**src/rtl/bus_bridge_pkg.sv**
```systemverilog
// Shared types for the bus bridge: request/response payloads and the target-side FSM state.
package bus_bridge_pkg;

    localparam int unsigned BB_ADDR_W            = 16;
    localparam int unsigned BB_DATA_W            = 8;
    localparam int unsigned BT_SPLIT_TIMEOUT_DEF = 8;

    typedef struct packed {
        logic [BB_ADDR_W-1:0] addr;
        logic                 is_write;
        logic [BB_DATA_W-1:0] write_data;
    } bus_bridge_req_t;

    typedef struct packed {
        logic                 is_write;
        logic [BB_DATA_W-1:0] read_data;
    } bus_bridge_resp_t;

    typedef enum logic [2:0] {
        BT_IDLE       = 3'd0,
        BT_CAPTURE    = 3'd1,
        BT_ISSUE      = 3'd2,
        BT_WAIT_RESP  = 3'd3,
        BT_SPLIT_WAIT = 3'd4,
        BT_SPLIT_REQ  = 3'd5,
        BT_RESPOND    = 3'd6
    } target_state_t;

endpackage

```
**src/rtl/bus_bridge_target_if_if.sv**
```systemverilog
// Serial-bus target port plus bridge request/response channels seen by the target endpoint.
interface bus_bridge_target_if_if;
    import bus_bridge_pkg::*;

    logic                 target_sel;
    logic [BB_ADDR_W-1:0] target_addr_in;
    logic                 target_addr_in_valid;
    logic [BB_DATA_W-1:0] target_data_in;
    logic                 target_data_in_valid;
    logic                 target_rw;
    logic                 target_ready;
    logic [BB_DATA_W-1:0] target_data_out;
    logic                 target_data_out_valid;
    logic                 target_ack;
    logic                 target_split_ack;
    logic                 target_split_req;
    logic                 target_split_grant;

    logic                 req_valid;
    logic                 req_ready;
    bus_bridge_req_t      req_payload;

    logic                 resp_valid;
    logic                 resp_ready;
    bus_bridge_resp_t     resp_payload;

    // Endpoint side
    modport slave (
        input  target_sel, target_addr_in, target_addr_in_valid,
               target_data_in, target_data_in_valid, target_rw,
               target_split_grant, req_ready, resp_valid, resp_payload,
        output target_ready, target_data_out, target_data_out_valid,
               target_ack, target_split_ack, target_split_req,
               req_valid, req_payload, resp_ready
    );

    // Bus initiator / bridge side
    modport master (
        output target_sel, target_addr_in, target_addr_in_valid,
               target_data_in, target_data_in_valid, target_rw,
               target_split_grant, req_ready, resp_valid, resp_payload,
        input  target_ready, target_data_out, target_data_out_valid,
               target_ack, target_split_ack, target_split_req,
               req_valid, req_payload, resp_ready
    );

endinterface

```
**src/rtl/bus_bridge_target_if.sv**
```systemverilog
// Target endpoint of the bus bridge: captures a bus transaction, forwards it to the bridge,
// and returns ack/read data, splitting the transfer when the bridge response is slow.
module bus_bridge_target_if
    import bus_bridge_pkg::*;
#(
    parameter int unsigned SPLIT_TIMEOUT = BT_SPLIT_TIMEOUT_DEF
) (
    input  logic                   clk,
    input  logic                   rst,
    bus_bridge_target_if_if.slave  bus
);

    // Counter keeps at least one bit so SPLIT_TIMEOUT=0 still elaborates
    localparam int unsigned     CNT_W    = (SPLIT_TIMEOUT == 0) ? 1 : $clog2(SPLIT_TIMEOUT + 1);
    localparam logic [CNT_W-1:0] CNT_LAST = CNT_W'((SPLIT_TIMEOUT == 0) ? 0 : SPLIT_TIMEOUT - 1);

    target_state_t        state_q, state_d;
    bus_bridge_req_t      req_q, req_d;
    logic [BB_DATA_W-1:0] rdata_q, rdata_d;
    logic [CNT_W-1:0]     cnt_q, cnt_d;
    logic                 split_ack_d;
    logic                 rsp_read_d;

    logic                 req_valid_q;
    logic                 resp_ready_q;
    logic                 split_ack_q;
    logic                 split_req_q;
    logic                 ack_q;
    logic                 dout_valid_q;
    logic [BB_DATA_W-1:0] dout_q;

    logic                 unused_resp_is_write;
    assign unused_resp_is_write = bus.resp_payload.is_write;

    always_ff @(posedge clk or posedge rst) begin
        if (rst) state_q <= BT_IDLE;
        else     state_q <= state_d;
    end

    // Next-state, capture and split-timeout decisions
    always_comb begin
        state_d     = state_q;
        req_d       = req_q;
        rdata_d     = rdata_q;
        cnt_d       = (cnt_q == '1) ? cnt_q : cnt_q + CNT_W'(1);
        split_ack_d = 1'b0;

        case (state_q)
            BT_IDLE: begin
                if (bus.target_sel && bus.target_addr_in_valid) begin
                    req_d.addr       = bus.target_addr_in;
                    req_d.is_write   = bus.target_rw;
                    req_d.write_data = '0;
                    if (!bus.target_rw) begin
                        state_d = BT_ISSUE;
                    end else if (bus.target_data_in_valid) begin
                        req_d.write_data = bus.target_data_in;
                        state_d          = BT_ISSUE;
                    end else begin
                        state_d = BT_CAPTURE;
                    end
                end
            end
            BT_CAPTURE: begin
                if (!bus.target_sel) begin
                    state_d = BT_IDLE;
                end else if (bus.target_data_in_valid) begin
                    req_d.write_data = bus.target_data_in;
                    state_d          = BT_ISSUE;
                end
            end
            BT_ISSUE: begin
                if (bus.req_ready) begin
                    state_d = BT_WAIT_RESP;
                    cnt_d   = '0;
                end
            end
            BT_WAIT_RESP: begin
                // A response arriving in the timeout cycle takes priority over the split
                if (bus.resp_valid) begin
                    if (!req_q.is_write) rdata_d = bus.resp_payload.read_data;
                    state_d = BT_RESPOND;
                end else if ((SPLIT_TIMEOUT != 0) && (cnt_q == CNT_LAST)) begin
                    split_ack_d = 1'b1;
                    state_d     = BT_SPLIT_WAIT;
                end
            end
            BT_SPLIT_WAIT: begin
                if (bus.resp_valid) begin
                    if (!req_q.is_write) rdata_d = bus.resp_payload.read_data;
                    state_d = BT_SPLIT_REQ;
                end
            end
            BT_SPLIT_REQ: begin
                if (bus.target_split_grant) state_d = BT_RESPOND;
            end
            BT_RESPOND: begin
                state_d = BT_IDLE;
            end
            default: begin
                state_d = BT_IDLE;
            end
        endcase

        rsp_read_d = (state_d == BT_RESPOND) && !req_d.is_write;
    end

    // Datapath and registered outputs, all derived from the upcoming state
    always_ff @(posedge clk or posedge rst) begin
        if (rst) begin
            req_q        <= '0;
            rdata_q      <= '0;
            cnt_q        <= '0;
            req_valid_q  <= 1'b0;
            resp_ready_q <= 1'b0;
            split_ack_q  <= 1'b0;
            split_req_q  <= 1'b0;
            ack_q        <= 1'b0;
            dout_valid_q <= 1'b0;
            dout_q       <= '0;
        end else begin
            req_q        <= req_d;
            rdata_q      <= rdata_d;
            cnt_q        <= cnt_d;
            req_valid_q  <= (state_d == BT_ISSUE);
            resp_ready_q <= (state_d == BT_WAIT_RESP) || (state_d == BT_SPLIT_WAIT);
            split_ack_q  <= split_ack_d;
            split_req_q  <= (state_d == BT_SPLIT_REQ);
            ack_q        <= (state_d == BT_RESPOND);
            dout_valid_q <= rsp_read_d;
            dout_q       <= rsp_read_d ? rdata_d : '0;
        end
    end

    assign bus.target_ready          = (state_q == BT_IDLE);
    assign bus.req_valid             = req_valid_q;
    assign bus.req_payload           = req_q;
    assign bus.resp_ready            = resp_ready_q;
    assign bus.target_split_ack      = split_ack_q;
    assign bus.target_split_req      = split_req_q;
    assign bus.target_ack            = ack_q;
    assign bus.target_data_out_valid = dout_valid_q;
    assign bus.target_data_out       = dout_q;

endmodule

```
**src/flat_wrapper.sv**
```systemverilog
// flat-port wrapper written by rule: the top's interface ports become plain ports
module bus_bridge_target_if_flat import bus_bridge_pkg::*;
#(
    parameter int unsigned SPLIT_TIMEOUT = BT_SPLIT_TIMEOUT_DEF
)
  (clk, rst, bus_target_sel, bus_target_addr_in, bus_target_addr_in_valid, bus_target_data_in, bus_target_data_in_valid, bus_target_rw, bus_target_split_grant, bus_req_ready, bus_resp_valid, bus_resp_payload, bus_target_ready, bus_target_data_out, bus_target_data_out_valid, bus_target_ack, bus_target_split_ack, bus_target_split_req, bus_req_valid, bus_req_payload, bus_resp_ready);
  bus_bridge_target_if_if bus_i ();
  input  logic clk;
  input  logic rst;
  input wire logic [$bits(bus_i.target_sel)-1:0] bus_target_sel;
  input wire logic [$bits(bus_i.target_addr_in)-1:0] bus_target_addr_in;
  input wire logic [$bits(bus_i.target_addr_in_valid)-1:0] bus_target_addr_in_valid;
  input wire logic [$bits(bus_i.target_data_in)-1:0] bus_target_data_in;
  input wire logic [$bits(bus_i.target_data_in_valid)-1:0] bus_target_data_in_valid;
  input wire logic [$bits(bus_i.target_rw)-1:0] bus_target_rw;
  input wire logic [$bits(bus_i.target_split_grant)-1:0] bus_target_split_grant;
  input wire logic [$bits(bus_i.req_ready)-1:0] bus_req_ready;
  input wire logic [$bits(bus_i.resp_valid)-1:0] bus_resp_valid;
  input wire logic [$bits(bus_i.resp_payload)-1:0] bus_resp_payload;
  output wire logic [$bits(bus_i.target_ready)-1:0] bus_target_ready;
  output wire logic [$bits(bus_i.target_data_out)-1:0] bus_target_data_out;
  output wire logic [$bits(bus_i.target_data_out_valid)-1:0] bus_target_data_out_valid;
  output wire logic [$bits(bus_i.target_ack)-1:0] bus_target_ack;
  output wire logic [$bits(bus_i.target_split_ack)-1:0] bus_target_split_ack;
  output wire logic [$bits(bus_i.target_split_req)-1:0] bus_target_split_req;
  output wire logic [$bits(bus_i.req_valid)-1:0] bus_req_valid;
  output wire logic [$bits(bus_i.req_payload)-1:0] bus_req_payload;
  output wire logic [$bits(bus_i.resp_ready)-1:0] bus_resp_ready;
  assign bus_i.target_sel = bus_target_sel;
  assign bus_i.target_addr_in = bus_target_addr_in;
  assign bus_i.target_addr_in_valid = bus_target_addr_in_valid;
  assign bus_i.target_data_in = bus_target_data_in;
  assign bus_i.target_data_in_valid = bus_target_data_in_valid;
  assign bus_i.target_rw = bus_target_rw;
  assign bus_i.target_split_grant = bus_target_split_grant;
  assign bus_i.req_ready = bus_req_ready;
  assign bus_i.resp_valid = bus_resp_valid;
  assign bus_i.resp_payload = bus_resp_payload;
  assign bus_target_ready = bus_i.target_ready;
  assign bus_target_data_out = bus_i.target_data_out;
  assign bus_target_data_out_valid = bus_i.target_data_out_valid;
  assign bus_target_ack = bus_i.target_ack;
  assign bus_target_split_ack = bus_i.target_split_ack;
  assign bus_target_split_req = bus_i.target_split_req;
  assign bus_req_valid = bus_i.req_valid;
  assign bus_req_payload = bus_i.req_payload;
  assign bus_resp_ready = bus_i.resp_ready;
  bus_bridge_target_if #(.SPLIT_TIMEOUT(SPLIT_TIMEOUT)) u_core (.clk(clk), .rst(rst), .bus(bus_i));
endmodule
```
**config.mk**
```make
export PLATFORM = sky130hd
export DESIGN_NAME = bus_bridge_target_if_flat
export DESIGN_NICKNAME = d
export VERILOG_FILES = /design/src/rtl/bus_bridge_pkg.sv /design/src/rtl/bus_bridge_target_if_if.sv /design/src/rtl/bus_bridge_target_if.sv /design/src/flat_wrapper.sv
export SDC_FILE = /design/constraint.sdc
export NUM_CORES = 1
export LEC_CHECK = 0
export CORE_ASPECT_RATIO = 1.5
export CORE_MARGIN = 2
export CORE_UTILIZATION = 30
export DETAILED_ROUTE_END_ITERATION = 8
export PLACE_DENSITY = 0.62
export SLEW_MARGIN = 20
export SYNTH_ARGS = -nofsm -noshare
export SYNTH_HDL_FRONTEND = slang
export SYNTH_SLANG_ARGS = --single-unit
```
**constraint.sdc**
```tcl
create_clock -name clk -period 2.15 [get_ports clk]
set_clock_uncertainty 0.2 [all_clocks]
set_input_delay 0.43 -clock clk [delete_from_list [all_inputs] [get_ports clk]]
set_output_delay 0.43 -clock clk [all_outputs]
set_load 0.005 [all_outputs]
```
* After elaboration in Yosys (flattened, before gate mapping)
Index checks and enable logic that the tools add are counted.
Word-level totals: flip-flop bits (word level) 54, logic and storage cells 66, output and inout port bits 40, input bits 42
Operators by class: multiplexer cells 28, reduce and logical (&&, ||, !) cells 9, equal/unequal tests 15, add/sub/neg operators 1
Operators by type and width (count):
- 8-bit 2-to-1 mux | 8
- 3-bit 2-to-1 mux | 9
- 3-bit case mux with 6 select lines | 1
- 8-bit case mux with 2 select lines | 1
- 3-bit == test, second input constant | 5
- 3-bit by 2-bit == test with 1-bit output, second input constant | 4
- 4-bit 2-to-1 mux | 3
- 9-bit 2-to-1 mux | 1
- 4-bit by 1-bit adder with 4-bit output, second input constant | 1
- 4-bit by 3-bit == test with 1-bit output, second input constant | 1
- 4-bit == test, second input constant | 1
- 1-bit 2-to-1 mux | 4
- 2-bit != test, second input constant | 2
- 4-bit AND reduction | 1
- 3-bit by 1-bit == test with 1-bit output, second input constant | 1
- 3-bit logical NOT | 1
- 1-bit logical AND | 2
- 2-bit 2-to-1 mux | 1
- 2-bit by 1-bit != test with 1-bit output, second input constant | 1
- 2-bit AND reduction | 1
- 2-bit nonzero test | 1
- 2-bit OR reduction | 1
- 1-bit logical NOT | 1
- 1-bit logical OR | 1

* Logic depth before layout (Yosys ltp)
depth after elaboration 7, depth in mapped cells 6, gate-level depth less buffers 5

* Least setup slack after synthesis
Ideal clock, no wire load.
path type register to register, start point register u_core.state_q[0], end point register u_core.req_q (netlist bit u_core.bus.req_payload[10]), arrival 1.539 ns, setup time 0.127 ns, clock period less this slack 1.866 ns, required time 1.823 ns, slack 0.284 ns, stages on the path, launching flop included 6, buffers on the path 2, cell sequence dfrtp_1 nor4b_4 and2_1 buf_4 buf_6 mux2_1
On the way: word-level cells in the longest chain between the ends 2
RTL lines:
- from (decl) | line bus_bridge_target_if.sv:17 | target_state_t state_q, state_d;
- from (signal assigned) | line bus_bridge_target_if.sv:37 | else state_q <= state_d;
- 3-bit logical NOT | line bus_bridge_target_if.sv:48 | case (state_q)
- 2-bit AND reduction (no line)
- to (signal assigned) | line bus_bridge_target_if.sv:122 | req_q <= req_d;
- to (decl) | line bus_bridge_target_if.sv:18 | bus_bridge_req_t req_q, req_d;
Every way passes these cells. A chain may end at the register's enable or synchronous reset.

* Worst setup path in the final report
start point register u_core.state_q[1], end point output port bus_target_ready
On the way: word-level cells in the longest chain between the ends 1
RTL lines:
- 3-bit logical NOT | line bus_bridge_target_if.sv:135 | assign bus.target_ready = (state_q == BT_IDLE);
- to (decl) | line flat_wrapper.sv:20 | output wire logic [$bits(bus_i.target_ready)-1:0] bus_target_ready;
Every way passes these cells.

==> out/qor.yml <==
status:
  status: "complete, no violations"
clock_network:
  cts.clk_slew.worst_paths_ns: 0.07
  htreeDepth: 2
  cts_tree: "yes"
  cts_inserted_buffers: 5
  cts_buffer_depth: 2
  worstSkewPairLatency_ns: 0.29
  cts.sinks: 54
  ctsHoldBuffers: 0
  cts-root-buf: "clkbuf_16"
global_routing:
  gr-total-overflow: 0
  grt_max_degree: 55
  grt_pass1_vias: 1800
  grt_pass1_wl_microns: 8521
  antenna_found_initial: 0
  grt_use_total: 0.1236
sta:
  period_share: 0.9768
  fin_crit_ns: 2.100
  slew_headroom: 0.8078
  finalHoldViolCount: 0
  max_freq_mhz: 476.2
  slew_violations: 0
  worstMarginPinSlew_ns: 0.2883
  setup_violations: 0
  finalWorstSetupSlack_ns: 0.04989
  rsz0062_at_grt: "no"
power_and_ir_drop:
  p_leak_nw: 1.547
  swShare: 0.3026
  combinationalPowerShare: 0.445
  switchingPower_mw: 1.413
  power_mw: 4.668
  pwr-share-clk: 0.193
  seqPwrFrac: 0.362
  intPower_mw: 3.255
  p_per_area_nw_per_um2: 1281
  ir_drop_mv: 0.6826
place:
  port_buffers: 80
  finalWeightedCongestion: 0.7365
  dp.cells: 372
  detailed_place_hpwl_microns: 3861
  pre_cts_slack_ns: -0.1743
routing:
  drc: 0
  vias: 1694
  wl_microns: 5187
  first_pass_iters: 4
  routedWlPerCell_microns: 13.58
  vias_per_cell: 4.435
  dr.first_iter.drc_count: 51
  ant_nets: 0
synthesis:
  synth_cell_types: 47
  synth_edf_count: 0
  synth_ff_type: "dfrtp_1"
  ys_seq_area_frac: 0.5622
  ys.warnings.count: 0
  synth_top_area_cell: "dfrtp_1"
  syn_area_sq_um: 2404
  synth_cells: 177
  yosys-top-cells-area: "dfrtp_1, mux2_4, nor3b_2, mux2_1, mux2_2"
  ys_ff_latch: 54
  synth_area_per_cell_sq_um: 13.58
  synth_nets: 220
  synth_top_area_share: 0.5622
  synthArstFlopShare: 1.000
critical_path:
  critical_path_buf_inv_count: 1
  worstSetupPathType: "register to output pin"
  critPathLaunchType: "register"
  worstPathArrival_ns: 1.47
  crit_family: "buffers and inverters"
  worstSetupEndpointType: "output pin"
  cp.required_ns: 1.52
  regToRegSetupSlack_ns: 0.19
  path_max_fanout: 10
  slowest_stage: "clkdlybuf4s50_1"
  critPathMaxStageDelay_ns: 0.52
  worstPathCellList: "nor3_4, clkdlybuf4s50_1"
final_layout:
  drive_above_1_share: 0.2527
  areaGrowthSynthToFinish_pct: 51.64
  fin_cells: 382
  nets: 319
  antennaDiodeCount: 0
  layout_common_cells: "clkdlybuf4s50_1, dfrtp_1, nand2_1"
  final_common_cell: "clkdlybuf4s50_1"
min_path:
  holdCritPathClass: "register to register"
floorplan:
  dieArea_sq_um: 8759
  core_sq_um: 7908
  chipHeight_microns: 113.6
  num_io_pins: 82
  initial_core_util: 0.3040
  chipWidth_microns: 77.09
  rows: 40
run:
  cap_violations: 0
-- final cells by class --
cell class	instances	area (sq um)
Multi-Input combinational cell	110	975.9
Inverter	6	22.52
Fill cell	788	4263
Clock inverter	2	37.54
Sequential cell	54	1355
Timing Repair Buffer	99	993.5
Clock buffer	6	128.9
Tap cell	105	131.4
-- synthesized netlist by cell type (2+ instances only) --
cell type,instances
and2_1,2
buf_4,2
buf_6,4
dfrtp_1,54
inv_1,5
mux2_1,9
mux2_2,7
mux2_4,8
mux2i_1,2
nand2_1,17
nand3_1,4
nand3b_1,3
nand4bb_1,2
nor2_1,7
nor3_1,2
nor3b_1,2
nor3b_2,9
o211ai_1,2
o21ai_0,7
o21ai_1,2
-- metal layers --
layer	GRT usage	up-vias	part of all wire	routed length [microns]
li1	-	822	-	-
met1	0.1391	825	0.41	2133
met2	0.2251	42	0.54	2781
met3	0.02294	5	0.035	179
met4	0.05714	0	0.018	92
met5	0	-	0	0
-- state kept, by name, summed over array words and instances, names as in the netlist --
| signal | flops |
|---|---|
| u_core.bus.req_payload | 25 |
| u_core.bus.req_valid | 1 |
| u_core.bus.resp_ready | 1 |
| u_core.bus.target_ack | 1 |
| u_core.bus.target_data_out | 8 |
| u_core.bus.target_data_out_valid | 1 |
| u_core.bus.target_split_ack | 1 |
| u_core.bus.target_split_req | 1 |
| u_core.cnt_q | 4 |
| u_core.rdata_q | 8 |
| u_core.state_q | 3 |
-- path summary, 6_finish.rpt --
| kind | start | to | depth (start not counted) |
|---|---|---|---|
| max in group asynchronous | rst | u_core.state_q[0]$_DFF_PP0_ | 3 |
| max reg2reg | u_core.state_q[0]$_DFF_PP0_ | u_core.bus.target_data_out[2]$_DFF_PP0_ | 6 |
| min reg2reg | u_core.bus.req_payload[9]$_DFFE_PP0P_ | u_core.bus.req_payload[9]$_DFFE_PP0P_ | 1 |
| min in group asynchronous | rst | u_core.bus.req_payload[23]$_DFFE_PP0P_ | 3 |
| min | u_core.bus.req_payload[9]$_DFFE_PP0P_ | u_core.bus.req_payload[9]$_DFFE_PP0P_ | 1 |
| max | u_core.state_q[1]$_DFF_PP0_ | bus_target_ready | 2 |
-- through the flow --
step | hold slack (ns) | TNS, ns | cell area, sq um | utilization
finish | 0.2847 | 0 | 3645 | 0.4609
CTS | 0.2908 | 0 | 3631 | 0.4592
floorplan | 0.2628 | 0 | 2404 | -
global route | 0.3098 | 0 | 3645 | 0.4609
detailed placement | 0.2746 | -4.196 | 3448 | 0.4361
global placement | 0.2625 | -3.395 | 3448 | 0.4361
-- logic make-up (layout without fill, tap and decap cells) --
group / count (synthesis) / count (layout) / share of synthesized area
xor gates and xnor gates: 1 / 1 / 0.003645
muxes: 26 / 26 / 0.1333
adders and majority gates: 1 / 1 / 0.005205
DFF: 54 / 54 / 0.5622
buffers and inverters: 13 / 113 / 0.03643
and+or+nand+nor: 61 / 61 / 0.1838
AOI/OAI and AO/OA: 21 / 21 / 0.07548
-- power groups by stage --
| stage | sequential, mW | clock, mW | combinational [mW] |
|---|---|---|---|
| after global placement | 1.70 | 0 | 2.01 |
| after global routing | 1.74 | 0.971 | 2.26 |
| after CTS | 1.69 | 0.940 | 2.09 |
| after floorplan | 1.69 | 0 | 1.12 |
| final | 1.69 | 0.901 | 2.08 |
| after detailed placement | 1.72 | 0 | 2.05 |
-- timing repair --
action                     4_1_cts  5_1_grt
setup buffers                    1        1
setup endpoints to repair        1        1
gates resized for setup          4        1
Power figures use the tool's default switching activity.
